**config.mk**
```make
export PLATFORM = sky130hd
export DESIGN_NAME = spike_rate_meter
export DESIGN_NICKNAME = d
export VERILOG_FILES = /design/src/rtl/spike_rate_meter.sv
export SDC_FILE = /design/constraint.sdc
export NUM_CORES = 1
export LEC_CHECK = 0
export CORE_UTILIZATION = 60
export CTS_CLUSTER_DIAMETER = 150
export DETAILED_ROUTE_END_ITERATION = 8
export GPL_TIMING_DRIVEN = 0
export PLACE_DENSITY = 0.84
export SLEW_MARGIN = 20
export SYNTH_ARGS = -nofsm -noshare
export SYNTH_HDL_FRONTEND = slang
export SYNTH_SLANG_ARGS = --single-unit
```
**constraint.sdc**
```tcl
create_clock -name clk -period 5 [get_ports clk]
set_input_delay 1 -clock clk [delete_from_list [all_inputs] [get_ports clk]]
set_output_delay 1 -clock clk [all_outputs]
set_load 0.02 [all_outputs]
```
**src/rtl/spike_rate_meter.sv**
```systemverilog
// Spike rate and inter-spike interval monitor for a LIF neuron spike output.
// Counts spike rising edges per power-of-two window and measures edge-to-edge spacing.
module spike_rate_meter #(
  parameter int unsigned CNT_W = 8,
  parameter int unsigned ISI_W = 12
) (
  input  logic             clk,
  input  logic             rst_n,
  input  logic             en,
  input  logic             spike,
  input  logic [2:0]       win_sel,
  output logic [CNT_W-1:0] rate,
  output logic             rate_valid,
  input  logic             rate_ready,
  output logic             overrun,
  output logic [ISI_W-1:0] isi,
  output logic             isi_valid
);

  localparam int unsigned WIN_W = 11;

  logic             spike_q;
  logic             en_q;
  logic             spk_edge;
  logic             en_rise;
  logic [2:0]       win_len;
  logic [2:0]       cur_len;
  logic [WIN_W-1:0] win_cnt;
  logic [WIN_W-1:0] win_last;
  logic             win_end;
  logic [CNT_W-1:0] spk_cnt;
  logic [CNT_W-1:0] spk_sum;
  logic             xfer;
  logic [ISI_W-1:0] isi_cnt;
  logic             seen;

  // On the cycle en rises the window length comes straight from win_sel,
  // so the first window is exactly L enabled cycles.
  always_comb begin
    spk_edge = spike & ~spike_q;
    en_rise  = en & ~en_q;
    cur_len  = en_rise ? win_sel : win_len;
    win_last = WIN_W'((32'd16 << cur_len) - 32'd1);
    win_end  = en & (win_cnt == win_last);
    xfer     = rate_valid & rate_ready;
    spk_sum  = spk_cnt;
    if (spk_edge && (spk_cnt != {CNT_W{1'b1}})) begin
      spk_sum = spk_cnt + CNT_W'(1);
    end
  end

  // Input history for edge and enable-rise detection.
  always_ff @(posedge clk or negedge rst_n) begin
    if (!rst_n) begin
      spike_q <= 1'b0;
      en_q    <= 1'b0;
    end else begin
      spike_q <= spike;
      en_q    <= en;
    end
  end

  // Window position and latched window length.
  always_ff @(posedge clk or negedge rst_n) begin
    if (!rst_n) begin
      win_cnt <= '0;
      win_len <= '0;
    end else begin
      if (en_rise || win_end) begin
        win_len <= win_sel;
      end
      if (!en || win_end) begin
        win_cnt <= '0;
      end else begin
        win_cnt <= win_cnt + WIN_W'(1);
      end
    end
  end

  // Saturating edge count within the current window.
  always_ff @(posedge clk or negedge rst_n) begin
    if (!rst_n) begin
      spk_cnt <= '0;
    end else if (!en || win_end) begin
      spk_cnt <= '0;
    end else begin
      spk_cnt <= spk_sum;
    end
  end

  // Result register with valid/ready handshake and sticky overrun.
  always_ff @(posedge clk or negedge rst_n) begin
    if (!rst_n) begin
      rate       <= '0;
      rate_valid <= 1'b0;
      overrun    <= 1'b0;
    end else if (win_end) begin
      rate       <= spk_sum;
      rate_valid <= 1'b1;
      if (rate_valid && !rate_ready) begin
        overrun <= 1'b1;
      end
    end else if (xfer) begin
      rate_valid <= 1'b0;
    end
  end

  // Inter-spike interval: counter restarts at 1 on each edge.
  always_ff @(posedge clk or negedge rst_n) begin
    if (!rst_n) begin
      isi_cnt   <= '0;
      seen      <= 1'b0;
      isi       <= '0;
      isi_valid <= 1'b0;
    end else begin
      isi_valid <= 1'b0;
      if (!en) begin
        isi_cnt <= '0;
        seen    <= 1'b0;
      end else if (spk_edge) begin
        isi_cnt <= ISI_W'(1);
        seen    <= 1'b1;
        if (seen) begin
          isi       <= isi_cnt;
          isi_valid <= 1'b1;
        end
      end else if (isi_cnt != {ISI_W{1'b1}}) begin
        isi_cnt <= isi_cnt + ISI_W'(1);
      end
    end
  end

endmodule

```
## After elaboration in Yosys (flattened, before gate mapping)

Index checks and enable logic that the tools add are counted.

| storage, ports and cells | value |
|---|---|
| bits in registers | 60 |

| cells by class | value |
|---|---|
| shifts and indexed selects | 1 |
| bitwise operators | 6 |
| $add $sub $neg | 4 |
| multiplexer cells | 14 |
| eq/ne operators | 5 |
| reduce and logical (&&, ||, !) cells | 9 |

Operators with widths:

| kind | number |
|---|---|
| two-way mux 12 bit | 3 |
| two-way mux 8 bit | 2 |
| adder 12 x 1 -> 12 bit (second input constant) | 1 |
| inequality test 12 bit (second input constant) | 1 |
| adder 11 x 1 -> 11 bit (second input constant) | 1 |
| == test 11 bit | 1 |
| two-way mux 11 bit | 1 |
| left shift 5 x 3 -> 11 bit (first input constant) | 1 |
| subtractor 11 x 1 -> 11 bit (second input constant) | 1 |
| adder 8 x 1 -> 8 bit (second input constant) | 1 |
| inequality test 8 bit (second input constant) | 1 |
| two-way mux 1 bit | 7 |
| bitwise AND 1 bit | 4 |
| two-way mux 3 bit | 1 |
| inequality test 3 x 1 -> 1 bit (second input constant) | 1 |
| AND reduction 3 bit | 1 |
| logical AND 1 bit | 2 |
| zero test 1 bit | 2 |
| logical OR 1 bit | 2 |
| inequality test 2 x 1 -> 1 bit (second input constant) | 1 |
| inverter 1 bit | 2 |
| AND reduction 2 bit | 1 |
| nonzero test 2 bit | 1 |

## Longest topological paths before layout

Gate-level depths: netlist (run 1).

| depth | value |
|---|---|
| depth in word-level cells | 9 |
| mapped depth | 14 |
| depth with buffers taken out | 11 |

## Worst setup path after synthesis (run 1)

No wires, ideal clock.

| timing | value |
|---|---|
| path type | input -> register |
| start | in en |
| end | reg win_len[1] |
| stages on the path | 12 |
| path slack | 1.433 ns |
| arrival time | 3.442 ns |
| library setup time | 0.125 ns |
| path through | nor2b_2 -> buf_6 -> mux2_2 -> nand2b_1 -> ha_1 -> xor2_1 -> mux4_2 -> nand2_1 -> a211oi_1 -> o2111a_1 -> a21oi_2 -> mux2_2 |

| on the way | value |
|---|---|
| cells in the longest elaborated chain, start to end | 7 |

Ends and longest elaborated chain:

| item | line | RTL |
|---|---|---|
| start, declared | 9 | `input logic en,` |
| bitwise AND 1 bit | 41 | `en_rise = en & ~en_q;` |
| two-way mux 3 bit | 42 | `cur_len = en_rise ? win_sel : win_len;` |
| left shift 5 x 3 -> 11 bit | 43 | `win_last = WIN_W'((32'd16 << cur_len) - 32'd1);` |
| subtractor 11 x 1 -> 11 bit | 43 |  |
| == test 11 bit | 44 | `win_end = en & (win_cnt == win_last);` |
| bitwise AND 1 bit | 44 |  |
| logical OR 1 bit * | 69 | `if (en_rise \|\| win_end) begin` |
| end signal, assigned | 70 | `win_len <= win_sel;` |
| end, declared | 26 | `logic [2:0] win_len;` |

Every way passes the cells marked *; elsewhere a longest branch is shown, timed or not.
A chain may end at the register's enable or synchronous reset.

## Worst setup path after layout (run 1)

Same ends and word-level chain as after synthesis.

==> results.json, run 1 <==
{
  "cts_buffer_depth": 2,
  "worstReg2RegStart": "en_q",
  "endpoint_kind": "register",
  "hold_viol_final": 0,
  "cts-resized-gates": 0,
  "fin_tns_setup_ns": 0,
  "antenna_cells": 0,
  "cts_buffers": 9,
  "grt_pass1_vias": 2121,
  "ys_seq_area_share_pct": 53.1,
  "crit_fanout": 10,
  "setup.reg_to_reg.worst_slack_ns": 1.74,
  "antenna_found_initial": 0,
  "gp_congestion": 0.793,
  "area_growth_pct": 22.0,
  "cts-htree-levels": 3,
  "drtIter0Drc": 108,
  "syn_area_per_cell_um2": 10.2,
  "grt_pass1_wl_um": 9590,
  "viasPerCell": 5.51,
  "wl_per_cell_um": 14.3,
  "rr_worst_depth": 12,
  "initial_core_util_pct": 63.7,
  "clock_latency_ns": 0.34,
  "max_freq_mhz": 245,
  "synth_flop_cell": "dfrtp_1",
  "die_w_um": 70.7,
  "met1_length_um": 2430,
  "design.core.area_um2": 4440,
  "synth_edf_count": 0,
  "drt_pass1_iterations": 4,
  "met2_length_um": 2640,
  "final_cell_mix": "dfrtp_1, nand2_1, nor2_1",
  "setup_ws_ns": 0.921,
  "drive_above_1_share_pct": 8.31,
  "syn_nets": 290,
  "criticalPathCategory": "primary input to register",
  "cts_tree": "yes",
  "tightest_slew_ns": 0.527,
  "drv_slew": 0,
  "hold_buffers": 0,
  "synthCells": 278,
  "hold_path_end": "win_cnt[0]",
  "boundaryPins": 31,
  "wl_met3_um": 181,
  "slew_headroom_pct": 64.9,
  "drc": 0,
  "power_uw": 1130,
  "min_from": "win_cnt[0]",
  "final_core_util_pct": 77.7,
  "yosysTopAreaCell": "dfrtp_1",
  "synth_seq_cells": 60,
  "clock_sinks": 60,
  "ys_top_cells_by_area": "dfrtp_1, nand2_1, xor2_1",
  "routed.top_layer": "met4",
  "min_period_ns": 4.08,
  "dp_slack_ns": 0.574,
  "whs_path_depth": 1,
  "instances_no_fill": 377,
  "place_inst": 361,
  "dieArea_um2": 4990,
  "nFillCells": 309,
  "synthArstFlopShare_pct": 100,
  "hpwl_um": 3780,
  "postCtsSetupRepairBufs": 0,
  "dr_total_vias": 2078,
  "cp.required_ns": 5.23,
  "yosysTopAreaCellShare_pct": 53.1,
  "cts-root-buf": "clkbuf_8",
  "syn-cell-area_um2": 2830,
  "ant_nets": 0,
  "wl_um": 5380,
  "setup_viol": 0,
  "finalClockSkew_ns": 0.0116,
  "drv_cap": 0,
  "ys_types": 40,
  "grt_max_degree": 45,
  "die_y_um": 70.7,
  "reg2reg_to": "win_len[1]",
  "rsz0062_at_grt": "no",
  "clkTransAtPathRegs_ns": 0.07,
  "io_buffer_count": 30,
  "outcome": "finished, final reports clean",
  "yosys_warnings": 0,
  "post-route-period-util_pct": 81.6,
  "final_common_cell": "dfrtp_1",
  "ir_drop_v": 0.000299,
  "cp.arrival_ns": 4.30,
  "nNetsFinal": 332,
  "startpoint_type": "primary input",
  "grtUsageTotal_pct": 25.2,
  "row_count": 24,
  "p_leak_uw": 0.00169,
  "grt-ovfl-total": 0,
  "power_density_nw_per_um2": 328,
  "hp-class": "register to register"
}
==> how the worst max path moves through the flow <==
stage	from	endpoint	depth (start not counted)
global placement	en	win_len[1]	13
floorplan	en	win_len[1]	12
finish	en	win_len[1]	13
CTS	en	win_len[1]	13
global route	en	win_len[1]	13
detailed placement	en	win_len[1]	13
==> metal layers <==
| layer | global-route usage [%] | up-vias |
|---|---|---|
| met5 | 0 | - |
| met4 | 12.4 | 0 |
| met3 | 5.41 | 13 |
| met2 | 41.5 | 41 |
| met1 | 31.9 | 1020 |
| li1 | - | 1004 |
==> critical path, cell delays in order <==
cell	delay, ns
clkdlybuf4s50_1	0.50
nor2b_2	0.16
buf_6	0.16
mux2_2	0.35
nand2b_1	0.15
ha_1	0.29
xor2_1	0.29
mux4_2	0.36
nand2_1	0.09
a211oi_1	0.07
o2111a_1	0.28
a21oi_2	0.23
mux2_2	0.36
==> sequential cells by signal, summed over array words and instances (netlist names) <==
register	cells
isi_cnt	12
win_len	3
win_cnt	11
rate_valid	1
en_q	1
rate	8
seen	1
isi_valid	1
spike_q	1
overrun	1
spk_cnt	8
isi	12
==> report_power, final <==
group / switching [µW] / leakage, µW / internal, µW
registers: 12.0 / 0.000777 / 498
clock network: 192 / 0.000120 / 332
logic: 53.3 / 0.000794 / 45.3
==> cell type report <==
class                   count  area [µm²]  share of cell area (%)
plain buffers               8        52.6                    1.52
clock buffers              10         128                    3.70
clock inverters             6         113                    3.26
inverters                  10        37.5                    1.09
multi-input cells         200        1240                    35.8
flip-flops and latches     60        1500                    43.5
well taps                  52        65.1                    1.88
repair buffers             31         318                    9.21
==> cells by family (layout without fill, tap and decap cells) <==
group,count (synthesis),in the layout,share of synthesized area (%)
AOI/OAI and AO/OA,18,18,4.64
xor gates and xnor gates,28,28,8.67
muxes,19,19,7.39
and+or+nand+nor,131,131,21.3
buffers and inverters,18,65,3.18
adders and majority gates,4,4,1.77
DFF,60,60,53.1
==> Yosys cell counts (2+ instances only) <==
cell type,number
a31oi_1,3
and3_1,6
and4_1,2
buf_6,3
clkbuf_1,5
dfrtp_1,60
ha_1,4
inv_1,10
mux2_1,2
mux2_2,3
mux2i_1,13
nand2_1,51
nand2b_1,6
nand3_1,12
nand4_1,3
nor2_1,37
nor2b_1,5
o21a_1,3
o21ai_0,3
xnor2_1,9
xor2_1,19
==> metrics by stage <==
step,instance area [µm²],hold slack (ns)
floorplan,2830,0.430
finish,3450,0.467
global placement,3190,0.444
detailed placement,3210,0.456
CTS,3450,0.475
global route,3450,0.492
(Power assumes the default switching activity.)
==> inputs of run 2 (changes only) <==
--- a/config.mk
+++ b/config.mk
@@ -5,11 +5,11 @@
 export SDC_FILE = /design/constraint.sdc
 export NUM_CORES = 1
 export LEC_CHECK = 0
-export CORE_UTILIZATION = 60
+export CORE_UTILIZATION = 50
 export CTS_CLUSTER_DIAMETER = 150
 export DETAILED_ROUTE_END_ITERATION = 8
 export GPL_TIMING_DRIVEN = 0
-export PLACE_DENSITY = 0.84
+export PLACE_DENSITY = 0.75
 export SLEW_MARGIN = 20
 export SYNTH_ARGS = -nofsm -noshare
 export SYNTH_HDL_FRONTEND = slang
==> constraint.sdc (replaced) <==
create_clock -name clk -period 3.3 [get_ports clk]
set_input_delay 0.66 -clock clk [delete_from_list [all_inputs] [get_ports clk]]
set_output_delay 0.66 -clock clk [all_outputs]
set_load 0.02 [all_outputs]
==> results.json, run 2 (synthesis results as in run 1) <==
{
  "row_count": 27,
  "finalClockSkew_ns": 0.00485,
  "boundaryPins": 31,
  "cp.required_ns": 3.56,
  "instances_no_fill": 403,
  "grt_max_degree": 59,
  "power_frac_comb_pct": 10.2,
  "cpMostUsedCell": "buf_6",
  "dr_total_vias": 2087,
  "startpoint_type": "primary input",
  "clkPwrFrac_pct": 45.9,
  "place_inst": 381,
  "drv_slew": 0,
  "drt_pass1_iterations": 4,
  "reg.largest.list": "isi: 12 flops, isi_cnt: 12 flops, win_cnt: 11 flops",
  "outcome": "finished, final reports clean",
  "final_common_cell": "dfrtp_1",
  "setup_ws_ns": 0.123,
  "rr_worst_depth": 13,
  "swShare_pct": 21.6,
  "fin_tns_setup_ns": 0,
  "p_sw_uw": 382,
  "gp_congestion": 0.810,
  "clock_sinks": 60,
  "ir_drop_v": 0.000296,
  "nNetsFinal": 338,
  "power_uw": 1770,
  "die_y_um": 77.2,
  "ant_nets": 0,
  "cp.arrival_ns": 3.43,
  "antenna_found_initial": 0,
  "tightest_slew_ns": 0.542,
  "hpwl_um": 3540,
  "max_freq_mhz": 315,
  "crit_fanout": 10,
  "cp_slowest_cell": "or4b_4",
  "clkTransAtPathRegs_ns": 0.07,
  "drv_cap": 0,
  "power_density_nw_per_um2": 489,
  "design.core.area_um2": 5470,
  "grtUsageTotal_pct": 20.1,
  "drive_above_1_share_pct": 12.1,
  "slew_headroom_pct": 63.9,
  "post-route-period-util_pct": 96.3,
  "wl_per_cell_um": 13.0,
  "nFillCells": 425,
  "hp-class": "primary input to async pin",
  "drtIter0Drc": 101,
  "grt-ovfl-total": 0,
  "clock_latency_ns": 0.32,
  "setup_viol": 0,
  "cts-root-buf": "clkbuf_8",
  "p_leak_uw": 0.00175,
  "endpoint_kind": "register",
  "cpPeakStageDelay_ns": 0.55,
  "antenna_cells": 0,
  "initial_core_util_pct": 51.7,
  "cts_buffers": 9,
  "io_buffer_count": 30,
  "criticalPathCategory": "primary input to register",
  "dieArea_um2": 5960,
  "register_area_um2": 1500,
  "grt_pass1_wl_um": 9290,
  "viasPerCell": 5.18,
  "hold_viol_final": 0,
  "dp_slack_ns": -0.774,
  "multi_input_area_um2": 1310,
  "cell_internal_pwr_uw": 1390,
  "grt_pass1_vias": 2097,
  "cts_buffer_depth": 2,
  "final_core_util_pct": 66.2,
  "min_period_ns": 3.18,
  "die_w_um": 77.2,
  "path_cells": "dlygate4sd2_1, or4b_4, o31ai_4, nand2_2, ha_4, xor2_4, mux4_2, nand2_1, a211oi_1, o2111a_2, nand2b_1, buf_6, buf_6, nor2_1",
  "final_cell_mix": "dfrtp_1, nand2_1, nor2_1",
  "area_growth_pct": 28.0,
  "cts_tree": "yes",
  "wl_um": 5230,
  "cts-htree-levels": 3,
  "seqPwrFrac_pct": 43.8,
  "drc": 0
}
==> run 2: changes by cell type in the layout (fill, tap and decap cells not counted), sizes merged <==
cell	change
dlygate4sd2	+3
buf	+6
clkdlybuf4s50	-3
clkinv	-2
clkbuf	+2
==> run 2: repair_timing <==
item	4_1_cts	5_1_grt
endpoints found under the setup margin	31	23
hold endpoints to repair	0	0
pin swaps	3	1
gates resized for setup	13	2
setup buffers	5	1
hold buffers	0	0
==> run 2: power by group through the flow <==
stage	combinational [µW]	clock, µW	sequential, µW
after global routing	201	865	779
after CTS	174	834	775
after global placement	142	0	786
after detailed placement	151	0	786
final	181	813	776
after floorplan	85.7	0	790
==> run 2: critical path: cells and delay by family <==
kind                       cells  cell delay, ns
xor gates and xnor gates       1            0.15
buffers and inverters          3            0.58
and+or+nand+nor                5            1.02
adders and majority gates      1            0.21
AOI/OAI and AO/OA              3            0.47
muxes                          1            0.32
==> run 2: area by class of cell <==
class | instances | area share, %
multi-input combinational | 200 | 36.2
buffer | 8 | 1.45
clock buffer | 12 | 4.28
tap | 72 | 2.49
clock inverter | 4 | 2.63
sequential | 60 | 41.5
timing repair buffer | 37 | 10.5
inverter | 10 | 1.04
==> run 2: metal layers <==
| metal | wire (µm) | vias to the layer above | GRT usage [%] |
|---|---|---|---|
| li1 | - | 1021 | - |
| met1 | 2390 | 1033 | 25.4 |
| met2 | 2640 | 29 | 32.7 |
| met3 | 167 | 4 | 5.83 |
| met4 | 34 | 0 | 6.98 |
| met5 | 0 | - | 0 |
==> run 2: through the flow <==
stage / hold WS, ns / instance area, µm²
global placement: 0.445 / 3220
CTS: 0.114 / 3600
floorplan: 0.364 / 2830
detailed placement: 0.452 / 3240
finish: 0.126 / 3620
global route: 0.105 / 3620
==> run 2: path summary, 6_finish.rpt <==
path,startpoint,end,slack (ns)
max,win_sel[1],win_cnt[5],0.12
min,rst_n,win_cnt[1],0.13
max reg2reg,en_q,win_cnt[5],0.32
min reg2reg,win_cnt[0],win_cnt[0],0.46
max in group asynchronous,rst_n,spk_cnt[1],2.72
min in group clk,win_cnt[0],win_cnt[0],0.46
==> inputs of run 3 (changes only) <==
--- a/config.mk
+++ b/config.mk
@@ -10,7 +10,6 @@
 export DETAILED_ROUTE_END_ITERATION = 8
 export GPL_TIMING_DRIVEN = 0
 export PLACE_DENSITY = 0.75
-export SLEW_MARGIN = 20
 export SYNTH_ARGS = -nofsm -noshare
 export SYNTH_HDL_FRONTEND = slang
 export SYNTH_SLANG_ARGS = --single-unit
==> results.json, run 3 (synthesis results as in run 1) <==
{
  "viasPerCell": 5.19,
  "slew_headroom_pct": 65.0,
  "power_uw": 1590,
  "busiest_layer": "met2",
  "rsz0062_at_grt": "no",
  "crit_fanout": 6,
  "wl_per_cell_um": 13.5,
  "boundaryPins": 31,
  "gp_congestion": 0.810,
  "dp_slack_ns": -0.740,
  "grt_pass1_vias": 2033,
  "setup_ws_ns": 0.102,
  "power_density_nw_per_um2": 449,
  "drt_pass1_iterations": 4,
  "reg.largest.list": "isi: 12 flops, isi_cnt: 12 flops, win_cnt: 11 flops",
  "hpwl_um": 3540,
  "nNetsFinal": 336,
  "gr-usage-met2_pct": 32.7,
  "path_cells": "dlygate4sd2_1, or4b_4, o31ai_4, nand2b_1, ha_4, xor2_4, mux4_2, nand2_1, a211oi_1, o2111a_2, a21oi_4, mux2_2",
  "clock_sinks": 60,
  "ant_nets": 0,
  "grt_max_degree": 41,
  "cts-root-buf": "clkbuf_8",
  "io_buffer_count": 30,
  "drtIter0Drc": 82,
  "placed_area_um2": 3230,
  "clkTransAtPathRegs_ns": 0.06,
  "final_cell_mix": "dfrtp_1, nand2_1, nor2_1",
  "grtUsageMet1_pct": 24.5,
  "post-route-period-util_pct": 96.9,
  "dr_total_vias": 2077,
  "final_common_cell": "dfrtp_1",
  "cpPeakStageDelay_ns": 0.55,
  "cp.required_ns": 3.52,
  "finalClockSkew_ns": 0.00790,
  "min_period_ns": 3.20,
  "row_count": 27,
  "tightest_slew_ns": 0.525,
  "cts_buffer_depth": 2,
  "cts_tree": "yes",
  "grt_pass1_wl_um": 9140,
  "drv_cap": 0,
  "die_y_um": 77.2,
  "setup_viol": 0,
  "dieArea_um2": 5960,
  "cts-htree-levels": 3,
  "wl_um": 5380,
  "hold_viol_final": 0,
  "endpoint_kind": "register",
  "grt.met3_usage_pct": 6.43,
  "startpoint_type": "primary input",
  "p_leak_uw": 0.00171,
  "finalInstanceArea_um2": 3540,
  "cp_slowest_cell": "or4b_4",
  "die_w_um": 77.2,
  "antenna_cells": 0,
  "drv_slew": 0,
  "max_freq_mhz": 313,
  "drive_above_1_share_pct": 11.3,
  "initial_core_util_pct": 51.7,
  "hp-class": "primary input to async pin",
  "grtUsageTotal_pct": 19.8,
  "design.core.area_um2": 5470,
  "area_growth_pct": 25.2,
  "ir_drop_v": 0.000275,
  "grt-ovfl-total": 0,
  "final_core_util_pct": 64.7,
  "clock_latency_ns": 0.33,
  "setup.reg_to_reg.worst_slack_ns": 0.30,
  "outcome": "finished, final reports clean",
  "antenna_found_initial": 0,
  "cp.arrival_ns": 3.42,
  "criticalPathCategory": "primary input to register",
  "drc": 0,
  "cts_buffers": 9
}
-- run 3: changes by cell type in the layout (fill, tap and decap cells not counted), sizes merged --
cell	change
buf	-2
bufinv	-2
clkbuf	-2
clkinv	+2
clkinvlp	+1
-- run 3: layout make-up --
| type | instances | area [µm²] |
|---|---|---|
| sequential | 60 | 1500 |
| clock buffer | 10 | 138 |
| tap | 72 | 90.1 |
| fill | 453 | 1930 |
| clock inverter | 5 | 52.6 |
| timing repair buffer | 35 | 367 |
| multi-input combinational | 200 | 1300 |
| buffer | 8 | 52.6 |
| inverter | 10 | 37.5 |
-- run 3: worst paths after layout --
| kind | start | endpoint | cells after the start |
|---|---|---|---|
| worst max-delay path | win_sel[1] | win_len[1] | 12 |
| worst min-delay path | rst_n | win_cnt[2] | 1 |
| worst max register to register | en_q | win_len[1] | 11 |
| worst min register to register | win_cnt[0] | win_cnt[0] | 1 |
| max in group asynchronous | rst_n | rate_valid | 2 |
| min in group clk | win_cnt[0] | win_cnt[0] | 1 |
-- run 3: through the flow --
stage	hold slack (ns)	TNS, ns	cells
floorplan	0.364	0	278
global placement	0.445	-38.37	380
detailed placement	0.452	-19.45	381
CTS	0.297	0	400
global route	0.323	0	400
finish	0.293	0	400
-- run 3: worst max-delay path, delay by kind of cell --
| family | cells | cell delay [ns] |
|---|---|---|
| buffers and inverters | 1 | 0.29 |
| AND/OR/NAND/NOR | 3 | 0.79 |
| multiplexers | 2 | 0.68 |
| XOR/XNOR | 1 | 0.15 |
| adder cells (fa/ha/maj) | 1 | 0.21 |
| AO/OA/AOI/OAI | 4 | 0.66 |
-- run 3: timing repair --
item / in CTS / in global routing
hold endpoints to repair: 0 / 0
pin swaps: 3 / 0
gates cloned: 0 / 0
gates resized for setup: 13 / 1
hold buffers: 0 / 0
buffers inserted: 4 / 0
endpoints found under the setup margin: 31 / 2
-- run 3: report_power, final --
| group | internal [µW] | switching, µW |
|---|---|---|
| Clock | 361 | 281 |
| Sequential | 755 | 20.5 |
| Combinational | 84.0 | 87.6 |
-- run 3: layer usage --
metal / vias to the layer above / share of wire, %
met1: 1021 / 45
li1: 1013 / -
met2: 37 / 50
met4: 0 / 0.82
met5: - / 0
met3: 6 / 3.9
